==> src/rtl/cci_mpf_shim_wr_heap_alloc.sv <==
// Write-heap slot allocator: a FIFO free list hands out slot indices to incoming
// AFU write packets and steers each beat into the heap RAM at (slot, beat).
module cci_mpf_shim_wr_heap_alloc #(
  parameter int N_WRITE_HEAP_ENTRIES = 32,
  parameter int N_DATA_BITS          = 512,
  parameter int N_CLNUM_BITS         = 2,
  localparam int IW                  = $clog2(N_WRITE_HEAP_ENTRIES)
) (
  input  logic                    clk,
  input  logic                    reset_n,
  input  logic                    afu_wr_valid,
  input  logic                    afu_wr_sop,
  input  logic [1:0]              afu_wr_cl_len,
  input  logic [N_DATA_BITS-1:0]  afu_wr_data,
  output logic                    afu_wr_rdy,
  output logic                    hdr_valid,
  output logic [IW-1:0]           hdr_idx,
  input  logic                    hdr_rdy,
  output logic                    heap_wen,
  output logic [IW-1:0]           heap_widx,
  output logic [N_CLNUM_BITS-1:0] heap_wclnum,
  output logic [N_DATA_BITS-1:0]  heap_wdata,
  input  logic                    free_en,
  input  logic [IW-1:0]           free_idx,
  output logic [IW:0]             num_free,
  output logic                    err
);

  localparam logic [IW:0] NUM_ENTRIES = (IW+1)'(N_WRITE_HEAP_ENTRIES);

  typedef enum logic {ST_INIT, ST_RUN} state_t;

  state_t                  state_q, state_d;
  logic [IW-1:0]           fl_mem [N_WRITE_HEAP_ENTRIES];
  logic [IW-1:0]           rd_ptr_q, rd_ptr_d, wr_ptr_q, wr_ptr_d;
  logic [IW:0]             num_free_q, num_free_d;
  logic [1:0]              beats_rem_q, beats_rem_d;
  logic [N_CLNUM_BITS-1:0] beat_cnt_q, beat_cnt_d;
  logic [IW-1:0]           pkt_idx_q, pkt_idx_d;
  logic                    hdr_valid_q, hdr_valid_d;
  logic [IW-1:0]           hdr_idx_q, hdr_idx_d;
  logic                    heap_wen_q, heap_wen_d;
  logic [IW-1:0]           heap_widx_q, heap_widx_d;
  logic [N_CLNUM_BITS-1:0] heap_wclnum_q, heap_wclnum_d;
  logic [N_DATA_BITS-1:0]  heap_wdata_q, heap_wdata_d;
  logic                    err_q, err_d;

  logic          in_pkt, flit_acc, pop, push;
  logic [IW-1:0] pop_idx, push_idx;

  // NOTE: every signal written here gets a default first so no latch is inferred.
  always_comb begin
    in_pkt     = (beats_rem_q != 2'd0);
    pop_idx    = fl_mem[rd_ptr_q];
    afu_wr_rdy = (state_q == ST_RUN) &&
                 (in_pkt || ((num_free_q != '0) && (!hdr_valid_q || hdr_rdy)));
    flit_acc   = afu_wr_valid && afu_wr_rdy;

    state_d       = state_q;
    beats_rem_d   = beats_rem_q;
    beat_cnt_d    = beat_cnt_q;
    pkt_idx_d     = pkt_idx_q;
    hdr_valid_d   = hdr_valid_q && !hdr_rdy;
    hdr_idx_d     = hdr_idx_q;
    heap_wen_d    = 1'b0;
    heap_widx_d   = heap_widx_q;
    heap_wclnum_d = heap_wclnum_q;
    heap_wdata_d  = heap_wdata_q;
    err_d         = err_q;
    pop           = 1'b0;
    push          = 1'b0;
    push_idx      = free_idx;

    unique case (state_q)
      ST_INIT: begin
        // Seed the free list with 0..N-1; wr_ptr doubles as the seed counter.
        push     = 1'b1;
        push_idx = wr_ptr_q;
        if (free_en) err_d = 1'b1;
        if (num_free_q == NUM_ENTRIES - (IW+1)'(1)) state_d = ST_RUN;
      end
      ST_RUN: begin
        if (flit_acc) begin
          if (afu_wr_sop) begin
            if (in_pkt || afu_wr_cl_len == 2'd2) begin
              err_d = 1'b1;
            end else begin
              pop           = 1'b1;
              hdr_valid_d   = 1'b1;
              hdr_idx_d     = pop_idx;
              pkt_idx_d     = pop_idx;
              beats_rem_d   = afu_wr_cl_len;
              beat_cnt_d    = '0;
              heap_wen_d    = 1'b1;
              heap_widx_d   = pop_idx;
              heap_wclnum_d = '0;
              heap_wdata_d  = afu_wr_data;
            end
          end else if (!in_pkt) begin
            err_d = 1'b1;
          end else begin
            beats_rem_d   = beats_rem_q - 2'd1;
            beat_cnt_d    = beat_cnt_q + N_CLNUM_BITS'(1);
            heap_wen_d    = 1'b1;
            heap_widx_d   = pkt_idx_q;
            heap_wclnum_d = beat_cnt_q + N_CLNUM_BITS'(1);
            heap_wdata_d  = afu_wr_data;
          end
        end
        if (free_en) begin
          if (num_free_q == NUM_ENTRIES) err_d = 1'b1;
          else                           push  = 1'b1;
        end
      end
      default: state_d = ST_INIT;
    endcase

    rd_ptr_d   = rd_ptr_q + IW'(pop);
    wr_ptr_d   = wr_ptr_q + IW'(push);
    num_free_d = num_free_q + (IW+1)'(push) - (IW+1)'(pop);
  end

  // NOTE: state uses non-blocking assignments so all flops update together at the edge.
  always_ff @(posedge clk or negedge reset_n) begin
    if (!reset_n) begin
      state_q       <= ST_INIT;
      rd_ptr_q      <= '0;
      wr_ptr_q      <= '0;
      num_free_q    <= '0;
      beats_rem_q   <= '0;
      beat_cnt_q    <= '0;
      pkt_idx_q     <= '0;
      hdr_valid_q   <= 1'b0;
      hdr_idx_q     <= '0;
      heap_wen_q    <= 1'b0;
      heap_widx_q   <= '0;
      heap_wclnum_q <= '0;
      heap_wdata_q  <= '0;
      err_q         <= 1'b0;
    end else begin
      state_q       <= state_d;
      rd_ptr_q      <= rd_ptr_d;
      wr_ptr_q      <= wr_ptr_d;
      num_free_q    <= num_free_d;
      beats_rem_q   <= beats_rem_d;
      beat_cnt_q    <= beat_cnt_d;
      pkt_idx_q     <= pkt_idx_d;
      hdr_valid_q   <= hdr_valid_d;
      hdr_idx_q     <= hdr_idx_d;
      heap_wen_q    <= heap_wen_d;
      heap_widx_q   <= heap_widx_d;
      heap_wclnum_q <= heap_wclnum_d;
      heap_wdata_q  <= heap_wdata_d;
      err_q         <= err_d;
    end
  end

  // NOTE: the free-list storage is not reset; INIT rewrites every entry before it is read.
  always_ff @(posedge clk) begin
    if (push) fl_mem[wr_ptr_q] <= push_idx;
  end

  assign hdr_valid   = hdr_valid_q;
  assign hdr_idx     = hdr_idx_q;
  assign heap_wen    = heap_wen_q;
  assign heap_widx   = heap_widx_q;
  assign heap_wclnum = heap_wclnum_q;
  assign heap_wdata  = heap_wdata_q;
  assign num_free    = num_free_q;
  assign err         = err_q;

endmodule
==> config.mk <==
export PLATFORM = sky130hd
export DESIGN_NAME = cci_mpf_shim_wr_heap_alloc
export DESIGN_NICKNAME = d
export VERILOG_FILES = /design/src/rtl/cci_mpf_shim_wr_heap_alloc.sv
export SDC_FILE = /design/constraint.sdc
export NUM_CORES = 1
export LEC_CHECK = 0
export CAP_MARGIN = 20
export CORE_AREA = 4 4 413 415
export CTS_BUF_LIST = sky130_fd_sc_hd__clkbuf_8
export DETAILED_ROUTE_END_ITERATION = 12
export DIE_AREA = 0 0 417 419
export PLACE_DENSITY = 0.39
export SKIP_LAST_GASP = 1
export SLEW_MARGIN = 25
export SYNTH_ARGS = -nofsm -noshare
export SYNTH_HDL_FRONTEND = slang
export SYNTH_SLANG_ARGS = --single-unit
==> constraint.sdc <==
create_clock -name clk -period 4.1 [get_ports clk]
set_input_delay 0.82 -clock clk [delete_from_list [all_inputs] [get_ports clk]]
set_output_delay 0.82 -clock clk [all_outputs]
set_load 0.01 [all_outputs]
==> impl_metrics.tcl <==
set metrics [dict create \
    status "complete, no violations" \
    synth.most_common_cell "nand2_1" \
    die_x_um 417 \
    path_max_fanout 4 \
    worst_pin_slew_ns 1.323 \
    fin_crit_sh 0.8304 \
    p_total_w 0.01510 \
    end_kind "output pin" \
    fill_cells 17920 \
    fin_nets 4300 \
    wl_per_cell_um 24.28 \
    ys_ff_latch 706 \
    post_cts_buffers 0 \
    cp.arrival_ns 2.58 \
    htreeDepth 4 \
    grt_pass1_vias 23540 \
    power_leakage_nw 20.06 \
    drt-total-wl_um 147900 \
    ant_nets 0 \
    dp.cells 5814 \
    cp.depth 6 \
    fin_cells 6093 \
    numCtsBuffers 145 \
    pin_count 1059 \
    drive_above_1_share 0.07411 \
    io_buffers 1058 \
    synth-edff-count 160 \
    dieArea_um2 174700 \
    drv_cap 0 \
    vias_per_cell 3.770 \
    max_stage_delay_ns 0.53 \
    initial_core_util 0.1641 \
    tns_ns 0 \
    critPathLaunchType "register" \
    finalCriticalPeriod_ns 3.404 \
    grt_pass1_wl_um 197600 \
    slew_headroom 0.1183 \
    synth_top_family_by_area "simple AND/OR/NAND/NOR gates" \
    fp-row-count 150 \
    ys_warn_count 0 \
    finalMaxSlewViolations 0 \
    synth_xor_area_frac 0.003202 \
    ys_top_cells_by_area "dfrtp_1 50%, nand2_1 21%, edfxtp_1 18%" \
    reg2reg_to "num_free[4]$_DFF_PN0_" \
    synth_area_leader_cell "dfrtp_1" \
    cpMaxStageDelayCell "clkdlybuf4s50_1" \
    area_growth_pct 58.48 \
    clk_latency_ns 0.88 \
    synthesis.area_um2 27350 \
    syn-num-nets 3182 \
    clockBufferDepth 3 \
    yosys.area.top_type_share 0.4995 \
    finalClockSkew_ns 0.04689 \
    yosys.area_share.simple 0.2269 \
    max_freq_ghz 0.2937 \
    num_vias 22970 \
    drc_errors 0 \
    overflow 0 \
    seq_area_frac_synth 0.6752 \
    cp-endpoint "afu_wr_rdy" \
    core_um2 166700 \
    reg2regPathDepth 15 \
    grt_start_max_net_pins 185 \
    finalWorstSetupSlack_ns 0.6955 \
    vdd_drop_max_mv 0.3017 \
    dp_hpwl_um 115200 \
    worstPathRequired_ns 3.28 \
    synth_compound_area_frac 0.01683 \
    cts_sinks 706 \
    crit_path_start "num_free[2]$_DFF_PN0_" \
    crit_type "reg -> out" \
    synth.distinct_cells 46 \
    synthArstFlopShare 0.7734 \
    dp_slack_ns 0.5000 \
    synthTopCellsByCount "1553 x nand2_1, 546 x dfrtp_1, 160 x edfxtp_1, 54 x buf_2, 44 x buf_4" \
    p_per_area_nw_per_um2 348.5 \
    reg2reg_slack_ns 1.11 \
    rsz0062_at_grt "false" \
    die_h_um 419 \
    ctsRootBufferMaster "clkbuf_8" \
    min_path_type "in -> reg" \
    antenna_found_initial 76 \
    place.gp.congestion 0.8229 \
    cts_tree "yes" \
    drtIter0Drc 1377 \
    postSynthAreaPerCell_um2 10.36 \
    setup_viol 0 \
    synthAdderAreaFrac 0.008051 \
    cp_num_buf_inv 2 \
    grtUsageTotal 0.1632 \
    critical_path.top_delay_family "buffers and inverters" \
    post_synth_mux_area_share 0.03628 \
    ys.flop_type "dfrtp_1" \
    rr_startpoint "num_free[2]$_DFF_PN0_" \
    finish.utilization 0.2601 \
    clkTransAtPathRegs_ns 0.06 \
    synthCells 2640 \
    hold_viol 0 \
    drt_pass1_iterations 4 \
    crit_chain "inv_1 > ha_1 > a32o_1 > nand2_1 > and2_1 > clkdlybuf4s50_1" \
]
cell usage in the layout (no fill, tap or decap), types with 3 or more instances in the layout:
cell	instances
nand2_1	1553
clkdlybuf4s50_1	1057
dfrtp_1	545
clkbuf_8	167
edfxtp_1	160
inv_1	73
nor2_1	40
diode_2	30
buf_4	27
mux2i_1	26
mux4_2	25
buf_12	21
ha_1	16
mux2_2	15
a21oi_1	10
a221oi_1	10
nand3_1	9
clkinv_2	9
o21ai_0	7
a21o_1	7
a211oi_1	6
xnor2_1	6
clkinvlp_4	6
nand3b_1	5
o221ai_1	5
o211a_1	5
nor3b_1	5
a211o_1	5
xor2_1	4
or3_1	3
bufinv_16	3
how the worst min path moves through the flow:
| stage | start | slack, ns | depth (start not counted) | end |
|---|---|---|---|---|
| global route | afu_wr_data[33] | 0.38 | 3 | heap_wdata[33]$_DFFE_PN0P_ |
| floorplan | beats_rem_q[0]$_DFFE_PN0P_ | 0.45 | 2 | beats_rem_q[0]$_DFFE_PN0P_ |
| global placement | heap_wdata[286]$_DFFE_PN0P_ | 0.46 | 2 | heap_wdata[286]$_DFFE_PN0P_ |
| CTS | afu_wr_data[219] | 0.31 | 3 | heap_wdata[219]$_DFFE_PN0P_ |
| detailed placement | heap_wdata[113]$_DFFE_PN0P_ | 0.46 | 2 | heap_wdata[113]$_DFFE_PN0P_ |
| finish | afu_wr_data[219] | 0.47 | 3 | heap_wdata[219]$_DFFE_PN0P_ |
state kept, by name, summed over array words and instances, names as in the netlist, 2 cells and up:
name and flops:
heap_wdata 512, wr_ptr_q 5, fl_mem 160, hdr_idx 5, beats_rem_q 2, heap_widx 5, heap_wclnum 2, num_free 6
rd_ptr_q 5
worst min-delay path: cells and delay by family:
kind	cells	cell delay, ns
AND/OR/NAND/NOR	2	0.09
buffers and inverters	1	0.39
stage by stage:
| step | cell area, um2 | hold WS [ns] |
|---|---|---|
| global placement | 40510 | 0.4561 |
| finish | 43350 | 0.4660 |
| global route | 43330 | 0.3759 |
| CTS | 43270 | 0.3113 |
| detailed placement | 40510 | 0.4609 |
| floorplan | 27350 | 0.4485 |
final cells by class:
cell class                 count  area (um2)  share of cell area
inverter                      18       83.83            0.001934
clock buffer                 167        2298             0.05302
clock inverter                81       454.2             0.01048
antenna                       30       75.07            0.001732
tap                         2204        2758             0.06362
sequential                   706       18470              0.4261
timing repair buffer        1107       11230              0.2590
multi-input combinational   1780        7978              0.1840
routing by layer:
metal	global-route usage	share of wire
met4	0.06157	0.026
met3	0.08000	0.10
met2	0.2535	0.47
met1	0.1943	0.40
met5	0	0.00047
repair_timing:
item	4_1_cts	5_1_grt
hold buffers	1	0
hold endpoints to repair	57	0
resized for setup	0	0
power by group:
group	internal [W]	switching (W)
Sequential	0.00717	0.0000000000000000000199
Clock	0.00388	0.00335
Combinational	0.000468	0.000247
logic make-up after synthesis:
logic type,Yosys count
XOR/XNOR,10
buffers and inverters,154
multiplexers,66
AND/OR/NAND/NOR,1626
adder cells (fa/ha/maj),17
flip-flops,706
AO/OA/AOI/OAI,61
Note: power is estimated with default switching activity, not from simulation.
